**config.mk**
```make
export PLATFORM = sky130hd
export DESIGN_NAME = spi_host_arbiter
export DESIGN_NICKNAME = d
export VERILOG_FILES = /design/src/rtl/spi_host_arbiter.sv
export SDC_FILE = /design/constraint.sdc
export NUM_CORES = 1
export LEC_CHECK = 0
export CAP_MARGIN = 15
export CORE_MARGIN = 2
export CORE_UTILIZATION = 27
export CTS_CLUSTER_DIAMETER = 150
export DETAILED_ROUTE_END_ITERATION = 6
export GPL_ROUTABILITY_DRIVEN = 1
export SLEW_MARGIN = 25
export SYNTH_ARGS = -nofsm -noshare
export SYNTH_HDL_FRONTEND = slang
export SYNTH_SLANG_ARGS = --single-unit
```
**constraint.sdc**
```tcl
create_clock -name clk_sys_i -period 1.53 [get_ports clk_sys_i]
set_input_delay 0.153 -clock clk_sys_i [delete_from_list [all_inputs] [get_ports clk_sys_i]]
set_output_delay 0.153 -clock clk_sys_i [all_outputs]
set_load 0.1 [all_outputs]
```
**src/rtl/spi_host_arbiter.sv**
```systemverilog
// Round-robin transaction arbiter sharing one SPI byte engine between NumReq requesters.
// Optional idle-hold timeout is enabled by defining SPI_ARB_TIMEOUT_EN.
module spi_host_arbiter #(
    parameter int NumReq      = 2,
    parameter int IdleTimeout = 255
) (
    input  logic                  clk_sys_i,
    input  logic                  rst_sys_ni,
    input  logic [NumReq-1:0]     req_valid_i,
    input  logic [NumReq*8-1:0]   req_data_i,
    input  logic [NumReq-1:0]     req_last_i,
    output logic [NumReq-1:0]     req_ready_o,
    output logic [NumReq-1:0]     rsp_valid_o,
    output logic [7:0]            rsp_data_o,
    output logic                  eng_start_o,
    output logic [7:0]            eng_data_o,
    input  logic                  eng_done_i,
    input  logic [7:0]            eng_data_i,
    output logic                  cs_no,
    output logic [NumReq-1:0]     grant_o,
    output logic                  timeout_o
);
    localparam int PtrW = (NumReq > 2) ? 2 : 1;

    typedef enum logic [2:0] {IDLE, ISSUE, WAIT, HOLD, RELEASE} state_e;

    if (NumReq < 2 || NumReq > 4 || IdleTimeout < 1 || IdleTimeout > 255) begin : g_param_check
        $error("spi_host_arbiter: NumReq must be 2..4 and IdleTimeout 1..255");
    end

    state_e              state_q, state_d;
    logic [NumReq-1:0]   grant_q, grant_d;
    logic                cs_q, cs_d;
    logic [PtrW-1:0]     ptr_q, ptr_d;
    logic                start_q, start_d;
    logic [7:0]          eng_data_q, eng_data_d;
    logic [NumReq-1:0]   ready_q, ready_d;
    logic [NumReq-1:0]   rsp_valid_q, rsp_valid_d;
    logic [7:0]          rsp_data_q, rsp_data_d;
    logic                last_q, last_d;

    logic [NumReq-1:0]   hit_hi, cand, win_oh, sel_oh;
    logic [PtrW-1:0]     win_idx;
    logic [7:0]          data_term [NumReq];
    logic [7:0]          sel_data;
    logic                valid_g, last_g;

    // Requesters at or above the pointer take precedence; otherwise wrap to the lowest index.
    for (genvar gi = 0; gi < NumReq; gi++) begin : g_req
        assign hit_hi[gi]    = req_valid_i[gi] & (PtrW'(gi) >= ptr_q);
        assign data_term[gi] = sel_oh[gi] ? req_data_i[8*gi +: 8] : 8'h00;
    end

    assign cand    = (|hit_hi) ? hit_hi : req_valid_i;
    assign win_oh  = cand & (~cand + NumReq'(1));
    assign sel_oh  = (state_q == IDLE) ? win_oh : grant_q;
    assign valid_g = |(req_valid_i & grant_q);
    assign last_g  = |(req_last_i & grant_q);

    always_comb begin
        win_idx  = '0;
        sel_data = 8'h00;
        for (int i = 0; i < NumReq; i++) begin
            if (win_oh[i]) win_idx = PtrW'(i);
            sel_data = sel_data | data_term[i];
        end
    end

`ifdef SPI_ARB_TIMEOUT_EN
    localparam logic [7:0] TimeoutLast = 8'(IdleTimeout - 1);
    logic [7:0] idle_cnt_q, idle_cnt_d;
    logic       timeout_q, timeout_d;
    assign timeout_o = timeout_q;
`else
    assign timeout_o = 1'b0;
`endif

    always_comb begin
        state_d     = state_q;
        grant_d     = grant_q;
        cs_d        = cs_q;
        ptr_d       = ptr_q;
        start_d     = 1'b0;
        eng_data_d  = eng_data_q;
        ready_d     = '0;
        rsp_valid_d = '0;
        rsp_data_d  = rsp_data_q;
        last_d      = last_q;
`ifdef SPI_ARB_TIMEOUT_EN
        idle_cnt_d  = idle_cnt_q;
        timeout_d   = 1'b0;
`endif
        unique case (state_q)
            IDLE: begin
                if (|req_valid_i) begin
                    state_d    = ISSUE;
                    grant_d    = win_oh;
                    cs_d       = 1'b0;
                    ptr_d      = (win_idx == PtrW'(NumReq - 1)) ? '0 : win_idx + PtrW'(1);
                    start_d    = 1'b1;
                    ready_d    = win_oh;
                    eng_data_d = sel_data;
                end
            end
            ISSUE: begin
                last_d  = last_g;
                state_d = WAIT;
            end
            WAIT: begin
                if (eng_done_i) begin
                    rsp_valid_d = grant_q;
                    rsp_data_d  = eng_data_i;
                    if (last_q) begin
                        state_d = RELEASE;
                        cs_d    = 1'b1;
                        grant_d = '0;
                    end else begin
                        state_d = HOLD;
`ifdef SPI_ARB_TIMEOUT_EN
                        idle_cnt_d = 8'h00;
`endif
                    end
                end
            end
            HOLD: begin
                if (valid_g) begin
                    state_d    = ISSUE;
                    start_d    = 1'b1;
                    ready_d    = grant_q;
                    eng_data_d = sel_data;
`ifdef SPI_ARB_TIMEOUT_EN
                end else if (idle_cnt_q == TimeoutLast) begin
                    state_d   = RELEASE;
                    cs_d      = 1'b1;
                    grant_d   = '0;
                    timeout_d = 1'b1;
                end else begin
                    idle_cnt_d = idle_cnt_q + 8'h01;
`endif
                end
            end
            RELEASE: state_d = IDLE;
            default: state_d = IDLE;
        endcase
    end

    always_ff @(posedge clk_sys_i or negedge rst_sys_ni) begin
        if (!rst_sys_ni) begin
            state_q     <= IDLE;
            grant_q     <= '0;
            cs_q        <= 1'b1;
            ptr_q       <= '0;
            start_q     <= 1'b0;
            eng_data_q  <= 8'h00;
            ready_q     <= '0;
            rsp_valid_q <= '0;
            rsp_data_q  <= 8'h00;
            last_q      <= 1'b0;
`ifdef SPI_ARB_TIMEOUT_EN
            idle_cnt_q  <= 8'h00;
            timeout_q   <= 1'b0;
`endif
        end else begin
            state_q     <= state_d;
            grant_q     <= grant_d;
            cs_q        <= cs_d;
            ptr_q       <= ptr_d;
            start_q     <= start_d;
            eng_data_q  <= eng_data_d;
            ready_q     <= ready_d;
            rsp_valid_q <= rsp_valid_d;
            rsp_data_q  <= rsp_data_d;
            last_q      <= last_d;
`ifdef SPI_ARB_TIMEOUT_EN
            idle_cnt_q  <= idle_cnt_d;
            timeout_q   <= timeout_d;
`endif
        end
    end

    assign req_ready_o = ready_q;
    assign rsp_valid_o = rsp_valid_q;
    assign rsp_data_o  = rsp_data_q;
    assign eng_start_o = start_q;
    assign eng_data_o  = eng_data_q;
    assign cs_no       = cs_q;
    assign grant_o     = grant_q;

endmodule
```
==> results.md <==
- Status: finished, violations left
- Failing checks: setup timing
- Area contributors post-synth: dfrtp_1 (53%), mux2_2 (14%), a22o_1 (6.0%)
- Clock latency on the worst-skew pair: 0.27 ns
- Most numerous cell in the Yosys netlist: dfrtp_1
- Tot GR Track Use: 0.135
- Post-route DRC: 0
- Synth Area in Compound Gates: 0.183
- Drt first pass iters: 4
- Slack of the critical path: -0.0703 ns
- Post-Synth Simple-Gate Area: 0.0764
- Worst EP required: 1.69 ns
- Area leader, netlist: dfrtp_1
- Antenna violations before repair: 0
- DP Area: 2240 sq um
- Hold_buf cts: 0
- CP Cell Sequence: o31a_1, a31o_4, a22o_1, mux2_2
- Reg2reg start: state_q[0]
- Post-synthesis mux area share: 0.138
- RSZ-0062 raised after global routing: yes
- Nets: 204
- Initial DRC Count: 36
- Total CTS buffers: 5
- Syn Std Cell Area: 1310 sq um
- Initial core utilization: 0.279
- Max Clock Freq: 625 MHz
- Port bufs: 54
- Top cell type's share of synthesized area: 0.535
- Sequential cell area: 737 sq um
- Die Span X: 73.7 um
- Worst hold path class: input pin to asynchronous set/reset pin
- ANT cells: 0
- Die H: 73.7 um
- Synth top cells by count: dfrtp_1 (28), mux2_2 (16), a22o_1 (9)
- Max clock buf depth: 2
- Vias: 1,077
- Filler cell count: 414
- Count of cell types in the netlist: 31
- Routed WL: 3330 um
- Post CTS Setup Buffer Count: 0
- # clock sinks: 29
- Design area: 2360 sq um
- Startpoint class of the critical path: flop
- Crit path max-delay cell type: dfrtp_2
- Global placement routability congestion: 0.797
- Crit path capture type: flop
- Gr ovfl total: 0
- TritonCTS clock tree: built
- R2r endpoint: eng_data_o[7]
- Synth Area per Inst: 12.8 sq um
- Largest family of logic cells by synthesized area: compound AO/OA/AOI/OAI gates
- Area of the multi-input gates: 538 sq um
- Crit path kind: flop to flop
- Area Growth Syn to Fin: 79.8%
- Post-Synth Adder-Cell Area: 0
- DR vias/cell: 4.72
- Mapped Nets: 133
- Largest net degree at the start of global routing: 17
- Skew final: 0.00397 ns
- Final setup vio count: 8
- CORE AREA: 4690 sq um
- Tmin final: 1.60 ns
- Worst Reg-to-Reg Cells: 4
- Antenna-violating nets left: 0
- CP max FO: 8
- Clk slew on worst S/H paths: 0.06 ns
- DIE AREA: 5430 sq um
- Final period util: 1.05
- Fraction of layout cells with a size suffix above 1: 0.431
- Post-synth EDFFs: 0
- Slew Viols, Final: 0
- Slowest stage delay, CP: 0.45 ns
- Critical path buffers and inverters: 0
- Post-synthesis sequential area ratio: 0.555
- CTS root buffer: clkbuf_8
- Boundary Pins: 56
- Post-Synth XOR/XNOR Area: 0
- Critical path depth: 4
- Wire per inst: 14.6 um
- Placement Rows: 25
- Mapped Cells: 102
- First-pass GRT wire length: 5530 um
- Final Hold Fails: 0
- Predominant post-synthesis flop cell: dfrtp_1
- Worst EP arrival: 1.76 ns
- Final HPWL DP: 2660 um
- CP top delay family: compound AO/OA/AOI/OAI gates
- H-tree depth: 2
- #FFs+latches synth: 29
- Yosys warnings: 0
- Max-cap viol count: 0
- Vias in the first global route: 1,201
- Reg2reg setup slack: -0.07 ns
- Asr flop ratio synth: 1.00
cells by family after synthesis:
group,after synthesis
buffers and inverters,8
DFF,29
other,1
and+or+nand+nor,19
muxes,16
AOI/OAI and AO/OA,29
worst max-delay path by stage:
stage	start	end	slack [ns]
5_1_grt	state_q[0]	eng_data_o[4]	-0.12
6_report	state_q[0]	eng_data_o[7]	-0.07
3_5_place_dp	req_valid_i[1]	eng_data_o[4]	-0.21
3_3_place_gp	req_valid_i[1]	eng_data_o[6]	-0.17
2_1_floorplan	grant_o[0]	eng_data_o[0]	-0.09
4_1_cts	state_q[0]	eng_data_o[4]	-0.07
layout by cell type, fill, tap and decap left out, types with 4 or more instances in the layout:
cell type | Yosys | layout
nor2_1 | 5 | 4
buf_12 | 0 | 24
clkdlybuf4s50_1 | 0 | 30
a21oi_1 | 6 | 6
a22o_1 | 9 | 9
dfrtp_1 | 28 | 24
mux2_2 | 16 | 16
clkbuf_8 | 0 | 6
buf_4 | 3 | 14
repair_timing:
item / in CTS / in global routing
resized for setup: 1 / 6
pin swaps: 9 / 1
setup endpoints to repair: 10 / 18
metrics by stage:
| step | utilization | std cells | setup TNS (ns) | setup slack [ns] | hold slack (ns) |
|---|---|---|---|---|---|
| detailed placement | 0.478 | 220 | -1.64 | -0.206 | 0.408 |
| global placement | 0.478 | 220 | -1.34 | -0.169 | 0.408 |
| floorplan | - | 102 | -0.742 | -0.0927 | -0.143 |
| finish | 0.502 | 228 | -0.518 | -0.0703 | 0.111 |
| global route | 0.502 | 228 | -0.925 | -0.115 | 0.122 |
| CTS | 0.498 | 228 | -0.531 | -0.0682 | 0.111 |
final cells by class:
type	count	share of cell area
Tap cell	54	0.0287
Inverter	1	0.00159
Multi-Input combinational cell	65	0.228
Timing Repair Buffer	71	0.390
Sequential cell	29	0.313
Clock buffer	8	0.0382
registers in the layout, summed over array words and instances, names as in the netlist:
| name | flops |
|---|---|
| cs_no | 1 |
| eng_data_o | 8 |
| eng_start_o | 1 |
| grant_o | 2 |
| last_q | 1 |
| ptr_q | 1 |
| req_ready_o | 2 |
| rsp_data_o | 8 |
| rsp_valid_o | 2 |
| state_q | 3 |
layer usage:
layer,vias up,wire (um),part of all wire,GRT usage
met5,-,0,0,0
met4,0,64,0.019,0.0646
met3,6,211,0.063,0.0453
met2,39,1780,0.53,0.232
met1,515,1280,0.38,0.149
li1,517,-,-,-
Power is not shown: default switching activity piles up to over one toggle a cycle in this logic, so the estimate is an artifact.
